==> config.mk <==
export PLATFORM = sky130hd
export DESIGN_NAME = instr_fetch
export DESIGN_NICKNAME = d
export VERILOG_FILES = /design/src/rtl/instr_fetch_pkg.sv /design/src/rtl/sync_fifo.sv /design/src/rtl/instr_fetch.sv
export SDC_FILE = /design/constraint.sdc
export NUM_CORES = 1
export LEC_CHECK = 0
export BUFFER_PORTS_ARGS = -buffer_cell sky130_fd_sc_hd__buf_2
export CAP_MARGIN = 25
export CORE_MARGIN = 3
export CORE_UTILIZATION = 53
export DETAILED_ROUTE_END_ITERATION = 10
export PLACE_DENSITY_LB_ADDON = 0.15
export RECOVER_POWER = 100
export SYNTH_ARGS = -nofsm -noshare
export SYNTH_HDL_FRONTEND = slang
export SYNTH_SLANG_ARGS = --single-unit
export TNS_END_PERCENT = 30
==> constraint.sdc <==
create_clock -name clk -period 6.3 [get_ports clk]
set_input_delay 1.89 -clock clk [delete_from_list [all_inputs] [get_ports clk]]
set_output_delay 1.89 -clock clk [all_outputs]
set_load 0.02 [all_outputs]
==> src/rtl/instr_fetch_pkg.sv <==
// Shared fetch-stage definitions: data widths, NOP encoding, queue entry layout.
package instr_fetch_pkg;
  localparam int unsigned XLEN = 32;
  localparam int unsigned ILEN = 32;
  localparam logic [ILEN-1:0] NOP = 32'h0000_0013;

  typedef struct packed {
    logic [XLEN-1:0] pc;
    logic [ILEN-1:0] instr;
  } fetch_entry_t;

  // Word-align a fetch target by clearing the two low address bits.
  function automatic logic [XLEN-1:0] align_pc(input logic [XLEN-1:0] pc);
    return pc & ~XLEN'(3);
  endfunction
endpackage

==> src/rtl/sync_fifo.sv <==
// Parameterised synchronous FIFO with clear and occupancy count; head word is
// read combinationally from storage. DEPTH must be a power of two.
module sync_fifo #(
  parameter int unsigned WIDTH = 8,
  parameter int unsigned DEPTH = 4
) (
  input  logic                         clk,
  input  logic                         rst,
  input  logic                         clear,
  input  logic                         push,
  input  logic [WIDTH-1:0]             push_data,
  input  logic                         pop,
  output logic [WIDTH-1:0]             head_data,
  output logic [$clog2(DEPTH+1)-1:0]   count
);
  localparam int unsigned AW = (DEPTH > 1) ? $clog2(DEPTH) : 1;
  localparam int unsigned CW = $clog2(DEPTH + 1);

  logic [WIDTH-1:0] mem [DEPTH];
  logic [AW-1:0]    wr_ptr;
  logic [AW-1:0]    rd_ptr;
  logic             do_push;
  logic             do_pop;

  assign do_push   = push && (count != CW'(DEPTH));
  assign do_pop    = pop && (count != '0);
  assign head_data = mem[rd_ptr];

  // Clear takes priority over a same-cycle push/pop.
  always_ff @(posedge clk) begin
    if (rst) begin
      wr_ptr <= '0;
      rd_ptr <= '0;
      count  <= '0;
      for (int i = 0; i < int'(DEPTH); i++) mem[i] <= '0;
    end else if (clear) begin
      wr_ptr <= '0;
      rd_ptr <= '0;
      count  <= '0;
    end else begin
      if (do_push) begin
        mem[wr_ptr] <= push_data;
        wr_ptr      <= wr_ptr + AW'(1);
      end
      if (do_pop) rd_ptr <= rd_ptr + AW'(1);
      count <= count + CW'(do_push) - CW'(do_pop);
    end
  end
endmodule

==> src/rtl/instr_fetch.sv <==
// Instruction fetch stage: issues in-order imem reads from pc_q, queues returned
// words with their PCs for decode, and computes next PC with redirect/flush.
module instr_fetch
  import instr_fetch_pkg::*;
#(
  parameter int unsigned QDEPTH = 4
) (
  input  logic            clk,
  input  logic            rst,
  input  logic [XLEN-1:0] pc_q,
  output logic [XLEN-1:0] pc_next,
  input  logic            redirect,
  input  logic [XLEN-1:0] redirect_pc,
  output logic            imem_req_valid,
  input  logic            imem_req_ready,
  output logic [XLEN-1:0] imem_req_addr,
  input  logic            imem_rsp_valid,
  input  logic [ILEN-1:0] imem_rsp_data,
  output logic            if_valid,
  input  logic            if_ready,
  output logic [ILEN-1:0] if_instr,
  output logic [XLEN-1:0] if_pc
);
  localparam int unsigned CW = $clog2(QDEPTH + 1);
  localparam int unsigned SW = CW + 1;
  // Stale responses can accumulate across back-to-back redirects.
  localparam int unsigned DW = CW + 4;

  logic [CW-1:0]   inflight;
  logic [CW-1:0]   q_count;
  logic [CW-1:0]   tag_count;
  logic [DW-1:0]   discard;
  logic [XLEN-1:0] tag_head;
  fetch_entry_t    q_push_entry;
  fetch_entry_t    q_head;
  logic            fire;
  logic            pop;
  logic            rsp_owed;
  logic            rsp_accept;

  // Credit check uses registered counts only, so if_ready never reaches the request.
  assign imem_req_valid = !rst && !redirect && ((SW'(inflight) + SW'(q_count)) < SW'(QDEPTH));
  assign imem_req_addr  = pc_q;
  assign fire           = imem_req_valid && imem_req_ready;

  assign if_valid = (q_count != '0);
  assign pop      = if_valid && if_ready;
  assign if_instr = q_head.instr;
  assign if_pc    = q_head.pc;

  assign rsp_owed     = (discard != '0) || (inflight != '0);
  assign rsp_accept   = imem_rsp_valid && !rst && !redirect && (discard == '0) && (inflight != '0);
  assign q_push_entry = '{pc: tag_head, instr: imem_rsp_data};

  always_comb begin
    pc_next = pc_q;
    if (rst)           pc_next = '0;
    else if (redirect) pc_next = align_pc(redirect_pc);
    else if (fire)     pc_next = pc_q + XLEN'(4);
  end

  // On redirect every outstanding request becomes stale; one may retire this cycle.
  always_ff @(posedge clk) begin
    if (rst) begin
      inflight <= '0;
      discard  <= '0;
    end else if (redirect) begin
      inflight <= '0;
      discard  <= discard + DW'(inflight) - DW'(imem_rsp_valid && rsp_owed);
    end else begin
      inflight <= inflight + CW'(fire) - CW'(rsp_accept);
      if (imem_rsp_valid && (discard != '0)) discard <= discard - DW'(1);
    end
  end

  sync_fifo #(.WIDTH($bits(fetch_entry_t)), .DEPTH(QDEPTH)) u_instr_q (
    .clk       (clk),
    .rst       (rst),
    .clear     (redirect),
    .push      (rsp_accept),
    .push_data (q_push_entry),
    .pop       (pop),
    .head_data (q_head),
    .count     (q_count)
  );

  sync_fifo #(.WIDTH(XLEN), .DEPTH(QDEPTH)) u_tag_q (
    .clk       (clk),
    .rst       (rst),
    .clear     (redirect),
    .push      (fire),
    .push_data (pc_q),
    .pop       (rsp_accept),
    .head_data (tag_head),
    .count     (tag_count)
  );

  a_rsp_owed: assert property (@(posedge clk) disable iff (rst) imem_rsp_valid |-> rsp_owed);
  a_tag_sync: assert property (@(posedge clk) disable iff (rst) tag_count == inflight);
endmodule
Yosys cells after proc, flatten, opt, wreduce, memory -nomap -nowiden
Memory sizes are Yosys's and may differ from the RTL's. A register that Yosys moved wholly into a read port is not among the register bits.
Index checks and enable logic that the tools add are counted.
Word-level totals
  bits in registers: 24
  RAM bits: 384
  input port bits: 102
  output and inout port bits: 130
  logic and storage cells: 79
  memories kept: 2
Operators by class
  add/subtract/negate cells: 15
  $lt $le $gt $ge: 1
  equality and inequality tests: 2
  multiplexer cells: 25
  reductions and logical operators: 26
Memory list
  u_instr_q.mem: depth 4, bits a word 64, read ports 1, clocked after Yosys merged registers in 1, wr ports 4, RTL line sync_fifo.sv:19  | logic [WIDTH-1:0] mem [DEPTH];
  u_tag_q.mem: depth 4, bits a word 32, read ports 1, clocked after Yosys merged registers in 1, wr ports 4, RTL line sync_fifo.sv:19
Operator list (number)
  32-bit two-way mux: 4
  64-bit two-way mux: 1
  64-bit OR reduction: 1
  32-bit by 3-bit adder with 32-bit output (second input constant): 1
  32-bit OR reduction: 1
  1-bit logical AND: 14
  7-bit two-way mux: 2
  1-bit two-way mux: 12
  2-bit two-way mux: 6
  3-bit by 1-bit adder with 3-bit output: 3
  3-bit nonzero test: 3
  3-bit by 1-bit subtractor with 3-bit output: 3
  2-bit by 1-bit adder with 2-bit output (second input constant): 4
  7-bit by 3-bit adder with 7-bit output: 1
  7-bit logical NOT: 1
  7-bit nonzero test: 1
  7-bit by 1-bit subtractor with 7-bit output: 1
  7-bit by 1-bit subtractor with 7-bit output (second input constant): 1
  3-bit inequality test (second input constant): 2
  3-bit by 3-bit adder with 4-bit output: 1
  4-bit by 3-bit < comparator with 1-bit output (second input constant): 1
  1-bit logical NOT: 2
  2-bit nonzero test: 1
  2-bit OR reduction: 1
  1-bit logical OR: 1

Logic depth before layout (Yosys ltp)
Gate-level depths: netlist of the first run.
  word-level depth: 12
  mapped depth: 15
  gate-level depth less buffers: 15

By module
Synthesis of the first run repeated with hierarchy kept, for this count alone.
Unflattened totals
  cell total of the unflattened synthesis: 1364
  area total of the unflattened synthesis: 19807.7 µm²
Modules (own cells, without submodules)
  sync_fifo (u_instr_q): instances 1, cells each 667, area an instance 11456.0 µm², seq. area each 7867.5 µm²
  sync_fifo (u_tag_q): instances 1, cells each 357, area an instance 5984.5 µm², seq. area each 4023.9 µm²
  instr_fetch: instances 1, cells each 340, area an instance 2367.3 µm², seq. area each 200.2 µm²

Least setup slack after synthesis of the first run
OpenSTA, ideal clock, no wires.
  path kind: input-to-reg
  start point: input rst
  end point: memory u_instr_q.mem[3][0] (netlist name), enable pin
  setup time: 0.507 ns
  arrival time: 6.251 ns
  data required time: 5.793 ns
  slack: -0.459 ns
  stages on the path: 6
  buffers on the path: 1
  path through: or2_1 > nor4_2 > a21boi_2 > clkbuf_1 > a21oi_1 > a21oi_1
RTL lines
  start, declared: RTL line instr_fetch.sv:9  | input logic rst,
  end, declared: RTL line sync_fifo.sv:19

Worst setup path in the final report of the first run
  start point: input rst
  end point: output pc_next[19]
On the way
  longest elaborated chain between the ends: 7
RTL lines
  1-bit logical NOT: RTL line instr_fetch.sv:42  | assign imem_req_valid = !rst && !redirect && ((SW'(inflight) + SW'(q_count)) < SW'(QDEPTH));
  1-bit logical AND (2 in series): RTL line instr_fetch.sv:42
  1-bit logical AND: RTL line instr_fetch.sv:44  | assign fire = imem_req_valid && imem_req_ready;
  32-bit two-way mux: RTL line instr_fetch.sv:59  | else if (fire) pc_next = pc_q + XLEN'(4);
  32-bit two-way mux: RTL line instr_fetch.sv:58  | else if (redirect) pc_next = align_pc(redirect_pc);
  32-bit two-way mux (*): RTL line instr_fetch.sv:57  | if (rst) pc_next = '0;
  end, declared: RTL line instr_fetch.sv:11  | output logic [XLEN-1:0] pc_next,
Mark *: on every way between the ends. The rest lies on a longest branch, timed or not.

==> flow_summary_export.csv, run 1 <==
group,metric,value,unit
outcome,status,"complete, but fails checks",
outcome,violations,"capacitance limit, slew limit",
yosys,synth_top_cell_area_share,58.81,%
die,chipWidth,198.3,µm
clock_network,cts_tree,"yes",
yosys,yosysWarnings,0,
die,fp.dieH,198.3,µm
die,io_pins,232,
power_and_ir_drop,irDropWorstVdd,0.1534,mV
power_and_ir_drop,pwr-share-seq,50.7,%
timing,worst_slew_pin_slew,2.861,ns
timing,hold_violations,0,
yosys,mappedNetlistArea,19610,µm²
placement,place_congestion,0.8267,
yosys,synth-seq-cells,412,
worst_setup_path,required,4.41,ns
placement,place_ws,0.3993,ns
placement,portBuffers,229,
routing,routed-via-count,11520,
clock_network,cts_htree_levels,2,
yosys,yosys.area.top_type,"edfxtp_1",
final_layout,nNetsFinal,1688,
yosys,ys_seq_area_share,61.66,%
min_path,hp-class,"flip-flop to flip-flop",
power_and_ir_drop,power.density,280.1,nW/µm²
power_and_ir_drop,p_sw,1454,µW
placement,dp_cells,1975,
timing,maxSlewHeadroom,-90.75,%
clock_network,cts_buffers,42,
timing,report.final.slew_viol_count,164,
grt,overflow,0,
routing,vias_per_cell,5.615,
final_layout,diodes,0,
routing,first_pass_iters,5,
final_layout,final_cell_mix,"edfxtp_1 (384), and2_0 (199), and2_1 (180), clkbuf_1 (146), buf_2 (105)",
routing,wl_per_cell,21.28,µm
power_and_ir_drop,power_frac_clock,38.8,%
final_layout,layout_commonest_cell,"edfxtp_1",
routing,ant_nets,0,
die,rows,69,
power_and_ir_drop,leakage,0.007890,µW
worst_setup_path,crit_arrival,4.12,ns
timing,fin_crit,6.013,ns
timing,setup_viol,0,
timing,fin_crit_sh,95.45,%
yosys,synthArstFlopShare,0,%
clock_network,post_cts_buffers,0,
timing,tns,0,ns
clock_network,clk_latency,0.54,ns
yosys,netlist_instances,1371,
routing,drc_errors,0,
clock_network,cts.sinks,412,
grt,grt_use_total,22.64,%
worst_setup_path,critical_path_class,"primary input to output pin",
grt,grt_max_degree,65,
yosys,avgSynthCellArea,14.30,µm²
timing,setup_slack,0.2869,ns
die,start_util,54.47,%
min_path,holdPathStages,1,
power_and_ir_drop,p_sw_share,23.38,%
timing,rsz0062_at_grt,"false",
placement,dp_hpwl,27000,µm
worst_setup_path,end_kind,"output pin",
worst_setup_path,critPathLaunchType,"primary input",
routing,drt-initial-drc-count,645,
timing,fin_skew,0.02407,ns
power_and_ir_drop,p_int,4765,µW
flow_run,drv_cap,5,
yosys,synth.distinct_cells,59,
clock_network,cts_resized,0,
final_layout,final-instance-count-excl-fill,2051,
worst_setup_path,rr_worst_depth,6,
grt,antenna_found_initial,0,
worst_setup_path,crit_fanout,6,
routing,totalWireLength,43650,µm
die,core_region_area,36000,µm²
die,dieArea,39340,µm²
clock_network,cts_hold_buf,0,
yosys,synth_edf_count,384,
final_layout,syn2layout_area_growth,13.23,%
power_and_ir_drop,power_frac_comb,10.5,%
clock_network,clockRootBuffer,"clkbuf_16",
timing,max_freq,166.3,MHz
final_layout,fillers,2806,
grt,grt_pass1_wl,68350,µm
clock_network,cts.reportedPaths.clkPinSlew,0.06,ns
final_layout,layout-drive-gt1-share,18.62,%
grt,grt_pass1_vias,12240,
clock_network,cts_buffer_depth,3,
yosys,ys_top_cells_by_area,"edfxtp_1 (59%), and2_1 (12%), mux4_2 (11%), dfxtp_1 (2.9%), ha_1 (1.5%)",
yosys,synth_nets,1500,
yosys,ys.flop_type,"edfxtp_1",
worst_setup_path,worst-r2r-setup-slack,1.75,ns
-- power by group through the flow --
stage	clock network (µW)	logic, µW	registers, µW
2_1_floorplan	0	464	3190
3_3_place_gp	0	656	3200
3_5_place_dp	0	670	3210
4_1_cts	2470	675	3150
5_1_grt	2600	721	3160
6_report	2420	653	3150
-- state kept, by name (all words and copies together) (netlist names), named ones only --
signal / count
u_instr_q.count: 3
u_tag_q.mem: 128
u_tag_q.rd_ptr: 2
inflight: 3
u_instr_q.rd_ptr: 2
discard: 7
u_instr_q.mem: 256
u_tag_q.wr_ptr: 2
u_instr_q.wr_ptr: 2
u_tag_q.count: 3
-- cells by family after synthesis --
family / Yosys count / share of synthesized area (%)
AO/OA/AOI/OAI: 65 / 2.342
flip-flops: 412 / 61.66
AND/OR/NAND/NOR: 576 / 17.58
multiplexers: 100 / 11.24
adder cells (fa/ha/maj): 27 / 1.876
XOR/XNOR: 37 / 1.653
buffers and inverters: 154 / 3.650
-- critical path: stages --
cell	delay, ns
clkbuf_1	0.16
nand4bb_1	0.35
or4_1	0.58
nor4_4	0.49
xnor2_1	0.14
a211oi_2	0.30
buf_2	0.22
-- metrics by stage --
stage	util (%)	cell area [µm²]	power, µW	hold slack [ns]
after floorplan	-	19610	3654	0.4266
after global placement	58.62	21110	3855	0.4308
after detailed placement	58.62	21110	3876	0.4510
after CTS	62.33	22440	6295	0.4584
after global routing	61.68	22200	6476	0.5005
final	61.68	22200	6218	0.4613
-- Yosys cell counts (all sizes together) (3+ instances only) --
library cell and instances:
xor2 14, a311oi 3, edfxtp 384, nand4 17, nand3 25, or3 8, o31a 3, nor3 18
mux2i 3, nor4 14, xnor2 23, clkbuf 61, a21oi 15, nor3b 6, nand2 31, or4 6
inv 34, a32oi 4, and2 379, nor2 47, dfxtp 28, fa 4, o21ai 7, buf 57
o211ai 3, mux4 96, ha 23, and3 7, a211oi 15, or2 8, o21bai 3
-- area by class of cell --
cell class | count | area (µm²) | area share, %
timing repair buffer | 262 | 1247 | 5.618
clock inverter | 20 | 182.7 | 0.8227
clock buffer | 55 | 1151 | 5.184
sequential | 412 | 12100 | 54.49
inverter | 36 | 135.1 | 0.6086
tap | 461 | 576.8 | 2.598
multi-input combinational | 805 | 6812 | 30.68
-- path summary, 6_finish.rpt --
check | start | endpoint
min reg2reg | u_tag_q.rd_ptr[1]$_SDFFE_PP0P_ | flip-flop
min | u_tag_q.rd_ptr[1]$_SDFFE_PP0P_ | flip-flop
max reg2reg | u_instr_q.count[2]$_SDFF_PP0_ | u_tag_q.mem[0][30]$_SDFFCE_PN0P_
max | rst | pc_next[19]
-- per-layer routing --
layer  share of wire, %  GRT usage (%)  vias up  routed length, µm
li1                   -              -     5359                  -
met1                 41          29.56     5708              17960
met2                 51          40.33      393              22340
met3                5.8          3.233       56               2513
met4                1.9          5.531        0                845
met5                  0              0        -                  0
Power figures use the tool's default switching activity.
==> run 2, diff against run 1 <==
--- a/config.mk
+++ b/config.mk
@@ -10,8 +10,10 @@
 export CORE_MARGIN = 3
 export CORE_UTILIZATION = 53
 export DETAILED_ROUTE_END_ITERATION = 10
+export MAX_ROUTING_LAYER = met4
 export PLACE_DENSITY_LB_ADDON = 0.15
 export RECOVER_POWER = 100
+export REMOVE_ABC_BUFFERS = 1
 export SYNTH_ARGS = -nofsm -noshare
 export SYNTH_HDL_FRONTEND = slang
 export SYNTH_SLANG_ARGS = --single-unit
==> run 2 against run 1 <==
Against the previous run:
- the flow still finishes with violations (capacitance limit, slew limit)
- largest cell class unchanged
- global-route usage is 1.2 points higher
- power is 0.89% higher
- via count is 0.63% higher
- clock skew is 0.010 ns lower
- design area is 0.35% higher
- non-clock buffer count is 8 higher
==> flow_summary_export.csv, run 2 (synthesis results as in run 1) <==
group,metric,value,unit
die,start_util,54.47,%
timing,worst_slew_pin_slew,2.341,ns
routing,ant_nets,0,
routing,vias_per_cell,5.626,
power_and_ir_drop,power.density,281.6,nW/µm²
worst_setup_path,crit_family,"simple AND/OR/NAND/NOR gates",
clock_network,cts_buffers,42,
placement,place_area,21260,µm²
grt,grt_use_total,23.81,%
final_layout,final-instance-count-excl-fill,2060,
worst_setup_path,slowest_delay,0.51,ns
final_layout,multi_input_area,6819,µm²
timing,fin_crit,5.977,ns
power_and_ir_drop,irDropWorstVdd,0.2006,mV
grt,grt_pass1_wl,68890,µm
final_layout,nNetsFinal,1696,
worst_setup_path,crit_arrival,4.09,ns
placement,dp_hpwl,28160,µm
outcome,status,"complete, but fails checks",
worst_setup_path,required,4.41,ns
flow_run,drv_cap,6,
timing,max_freq,167.3,MHz
routing,drc_errors,0,
die,io_pins,232,
worst_setup_path,critical_path_class,"primary input to output pin",
final_layout,largest_reg_flops,256,
placement,dp_cells,1984,
clock_network,cts_buffer_depth,3,
final_layout,fillers,2824,
worst_setup_path,cpMostUsedCell,"clkbuf_1",
clock_network,clockRootBuffer,"clkbuf_16",
power_and_ir_drop,total_power,6273,µW
final_layout,diodes,0,
routing,totalWireLength,45100,µm
grt,antenna_found_initial,0,
min_path,hp-class,"flip-flop to flip-flop",
die,dieArea,39340,µm²
outcome,violations,"capacitance limit, slew limit",
routing,wl_per_cell,21.89,µm
die,chipWidth,198.3,µm
clock_network,cts_tree,"yes",
clock_network,clk_latency,0.53,ns
timing,rsz0062_at_grt,"false",
clock_network,cts_hold_buf,0,
clock_network,cts.sinks,412,
die,core_region_area,36000,µm²
final_layout,seqCellArea,12100,µm²
die,fp.dieH,198.3,µm
worst_setup_path,crit_slowest_cell,"ha_1",
final_layout,final_cell_mix,"edfxtp_1 (384), and2_1 (196), and2_0 (183), clkbuf_1 (147), buf_2 (108)",
power_and_ir_drop,leakage,0.007950,µW
final_layout,reg_top3,"u_instr_q.mem x256, u_tag_q.mem x128, discard x7",
grt,grt_max_degree,65,
grt,grt_pass1_vias,11780,
worst_setup_path,critPathLaunchType,"primary input",
timing,fin_skew,0.01412,ns
clock_network,cts_resized,0,
routing,drt-initial-drc-count,869,
clock_network,cts_htree_levels,2,
worst_setup_path,crit_fanout,11,
final_layout,layout-drive-gt1-share,18.89,%
timing,report.final.slew_viol_count,203,
final_layout,syn2layout_area_growth,13.63,%
worst_setup_path,path_buf_inv,2,
grt,overflow,0,
final_layout,fin_area,22280,µm²
placement,portBuffers,229,
clock_network,post_cts_buffers,0,
die,rows,69,
timing,timing.hold.ws,0.4559,ns
worst_setup_path,end_kind,"output pin",
clock_network,cts.reportedPaths.clkPinSlew,0.06,ns
timing,maxSlewHeadroom,-56.30,%
worst_setup_path,worstPathCellList,"clkbuf_1, ha_1, nand4_1, or3_1, a311oi_1, clkbuf_1",
routing,routed-via-count,11590,
timing,hold_violations,0,
placement,place_congestion,0.8622,
final_layout,largest-register,"u_instr_q.mem",
final_layout,layout_commonest_cell,"edfxtp_1",
timing,fin_crit_sh,94.88,%
timing,setup_viol,0,
routing,first_pass_iters,5,
## run 2: cell count changes in the layout (fill, tap and decap cells not counted), moves of 3 or more
cell,before,now
buf_2,105,108
buf_4,8,13
clkbuf_8,3,0
and2_1,180,196
and2_0,199,183
## run 2: worst reg2reg max path: cells and delay by family (launching register included)
family | cells | cell delay, ns
buffers and inverters | 2 | 1.20
adder cells (fa/ha/maj) | 1 | 0.29
AND/OR/NAND/NOR | 5 | 2.21
flip-flops | 1 | 0.45
## run 2: final timing paths
check	startpoint	to	slack (ns)	cells past startpoint
worst max-delay path	pc_q[2]	pc_next[20]	0.32	6
worst max register to register	u_instr_q.count[2]$_SDFF_PP0_	u_tag_q.mem[2][17]$_SDFFCE_PN0P_	1.77	8
worst min-delay path	u_tag_q.rd_ptr[1]$_SDFFE_PP0P_	flip-flop	0.46	1
worst min register to register	u_tag_q.rd_ptr[1]$_SDFFE_PP0P_	flip-flop	0.46	1
## run 2: area by class of cell
cell class / count / area share, %
flip-flops and latches: 412 / 54.29
clock inverters: 21 / 1.056
multi-input cells: 805 / 30.60
clock buffers: 55 / 5.031
repair buffers: 270 / 5.823
inverters: 36 / 0.6065
well taps: 461 / 2.589
## run 2: power breakdown
part | leakage (µW) | internal [µW] | switching [µW]
sequential | 0.00419 | 3100 | 46.2
clock | 0.000658 | 1460 | 999
combinational | 0.00310 | 253 | 413
## run 2: stage by stage
stage	setup WS (ns)	utilization [%]	TNS, ns
CTS	0.3924	62.83	0
detailed placement	0.3734	59.07	0
global route	0.1427	61.89	0
finish	0.3228	61.89	0
floorplan	-1.264	-	-264.24
global placement	0.4048	59.07	0
## run 2: per-layer routing
| layer | GRT usage, % | vias to the layer above | routed length (µm) |
|---|---|---|---|
| li1 | - | 5385 | - |
| met1 | 32.25 | 5770 | 19200 |
| met2 | 39.65 | 388 | 22630 |
| met3 | 3.097 | 46 | 2735 |
| met4 | 4.273 | 0 | 536 |
| met5 | - | - | 0 |
==> run 3, diff against run 2 <==
==> constraint.sdc (replaced) <==
create_clock -name clk -period 4.8 [get_ports clk]
set_input_delay 1.44 -clock clk [delete_from_list [all_inputs] [get_ports clk]]
set_output_delay 1.44 -clock clk [all_outputs]
set_load 0.02 [all_outputs]
==> run 3 against run 2 <==
Against the previous run:
- the flow now finishes without violations
- sequential share of layout area shrank 1.8 points
- sequential cell count is the same
- register-to-register slack lost 0.62 ns
- largest power group unchanged
==> flow_summary_export.csv, run 3 (synthesis results as in run 1) <==
group,metric,value,unit
flow_run,drv_cap,0,
worst_setup_path,crit_arrival,3.26,ns
final_layout,largest-register,"u_instr_q.mem",
worst_setup_path,worst-r2r-setup-slack,1.15,ns
worst_setup_path,crit_fanout,4,
timing,maxSlewHeadroom,3.272,%
min_path,holdPathStages,1,
placement,dp_cells,2025,
clock_network,cts.reportedPaths.clkPinSlew,0.06,ns
clock_network,cts_buffers,43,
worst_setup_path,end_kind,"output pin",
clock_network,cts_tree,"yes",
clock_network,cts_resized,0,
final_layout,utilization,64.06,%
power_and_ir_drop,p_sw,1927,µW
die,chipWidth,198.3,µm
timing,max_freq,212.7,MHz
final_layout,diodes,0,
power_and_ir_drop,power.density,369.2,nW/µm²
power_and_ir_drop,p_int,6588,µW
timing,fin_crit,4.701,ns
die,fp.dieH,198.3,µm
clock_network,clockRootBuffer,"clkbuf_16",
final_layout,reg_top3,"u_instr_q.mem x256, u_tag_q.mem x128, discard x7",
final_layout,final_cell_mix,"edfxtp_1 (384), and2_1 (336), buf_2 (221), mux4_2 (96), buf_4 (61)",
power_and_ir_drop,leakage,0.008807,µW
placement,portBuffers,229,
timing,tns,0,ns
grt,grt_use_total,24.48,%
worst_setup_path,rr_worst_depth,11,
timing,rsz0062_at_grt,"true",
power_and_ir_drop,p_sw_share,22.63,%
grt,grt_pass1_vias,12240,
worst_setup_path,reg2reg_to,"u_tag_q.mem[3][10]$_DFFE_PP_",
die,core_region_area,36000,µm²
clock_network,cts_hold_buf,0,
routing,first_pass_iters,5,
worst_setup_path,critPathLaunchType,"primary input",
final_layout,largest_reg_flops,256,
min_path,hp-class,"flip-flop to flip-flop",
worst_setup_path,required,3.36,ns
timing,fin_crit_sh,97.94,%
placement,place_congestion,0.8417,
grt,grt_pass1_wl,71290,µm
power_and_ir_drop,power_frac_clock,40.7,%
timing,worst_slew_pin_slew,1.451,ns
clock_network,clk_latency,0.52,ns
placement,place_area,21600,µm²
worst_setup_path,crit_slowest_cell,"or3_1",
clock_network,cts_buffer_depth,3,
final_layout,layout-drive-gt1-share,29.37,%
timing,report.final.slew_viol_count,0,
routing,drt-initial-drc-count,849,
timing,hold_violations,0,
power_and_ir_drop,power_frac_comb,10.8,%
worst_setup_path,slowest_delay,0.32,ns
grt,antenna_found_initial,0,
timing,setup_viol,0,
clock_network,cts.sinks,412,
placement,dp_hpwl,29450,µm
power_and_ir_drop,irDropWorstVdd,0.2272,mV
routing,wl_per_cell,21.97,µm
routing,routed-via-count,11880,
routing,vias_per_cell,5.652,
power_and_ir_drop,pwr-share-seq,48.5,%
clock_network,post_cts_buffers,0,
final_layout,syn2layout_area_growth,17.60,%
routing,drc_errors,0,
grt,grt_max_degree,65,
worst_setup_path,critical_path_class,"primary input to output pin",
min_path,hp-start,"u_tag_q.rd_ptr[1]$_SDFFE_PP0P_",
routing,ant_nets,0,
clock_network,cts_htree_levels,2,
worst_setup_path,r2r-start,"u_instr_q.count[2]$_SDFF_PP0_",
timing,timing.hold.ws,0.4839,ns
die,dieArea,39340,µm²
grt,overflow,0,
outcome,status,"complete, no violations",
die,io_pins,232,
routing,totalWireLength,46180,µm
final_layout,layout_commonest_cell,"edfxtp_1",
final_layout,nNetsFinal,1738,
timing,fin_skew,0.01388,ns
worst_setup_path,worstPathCellList,"buf_2, nand4bb_4, buf_4, nor4_4, nand4_1, buf_4, or3_1, a311oi_2, buf_2",
die,start_util,54.47,%
die,rows,69,
min_path,holdPathEnd,"u_tag_q.rd_ptr[1]$_SDFFE_PP0P_",
final_layout,final-instance-count-excl-fill,2102,
final_layout,fin_area,23060,µm²
## run 3: power groups by stage
stage / Clock [µW] / Sequential (µW) / Combinational (µW)
floorplan: 0 / 4190 / 554
global placement: 0 / 4200 / 912
detailed placement: 0 / 4200 / 920
CTS: 3520 / 4130 / 928
global route: 3660 / 4140 / 1020
finish: 3470 / 4130 / 921
## run 3: worst max-delay path: cells and delay by family
| family | cells | cell delay, ns |
|---|---|---|
| AO/OA/AOI/OAI | 1 | 0.25 |
| AND/OR/NAND/NOR | 4 | 0.90 |
| buffers and inverters | 4 | 0.68 |
## run 3: layout make-up
class | instances | area, µm²
clock inverters | 19 | 271.5
repair buffers | 311 | 1886
multi-input cells | 805 | 6877
fillers | 2728 | 12940
clock buffers | 58 | 1215
flip-flops and latches | 412 | 12100
well taps | 461 | 576.8
inverters | 36 | 135.1
## run 3: per-stage QoR
stage	setup slack (ns)	total power (µW)
5_1_grt	-0.02928	8829
2_1_floorplan	-2.314	4742
6_report	0.09872	8515
4_1_cts	0.003884	8578
3_3_place_gp	0.01404	5107
3_5_place_dp	0.003523	5123
## run 3: how the worst max path moves through the flow
stage               startpoint                                 to  slack, ns
floorplan                  rst  u_instr_q.mem[2][0]$_SDFFCE_PN0P_      -2.31
global placement      redirect                        pc_next[31]       0.01
detailed placement    redirect                        pc_next[20]      0.004
CTS                   redirect                        pc_next[31]      0.004
global route          redirect                        pc_next[22]      -0.03
finish                redirect                        pc_next[20]        0.1
## run 3: layer usage
| layer | GRT usage (%) | vias up | wire length (µm) |
|---|---|---|---|
| li1 | - | 5457 | - |
| met1 | 32.61 | 6016 | 19820 |
| met2 | 41.10 | 349 | 23270 |
| met3 | 2.944 | 58 | 2331 |
| met4 | 5.374 | 0 | 761 |
| met5 | - | - | 0 |
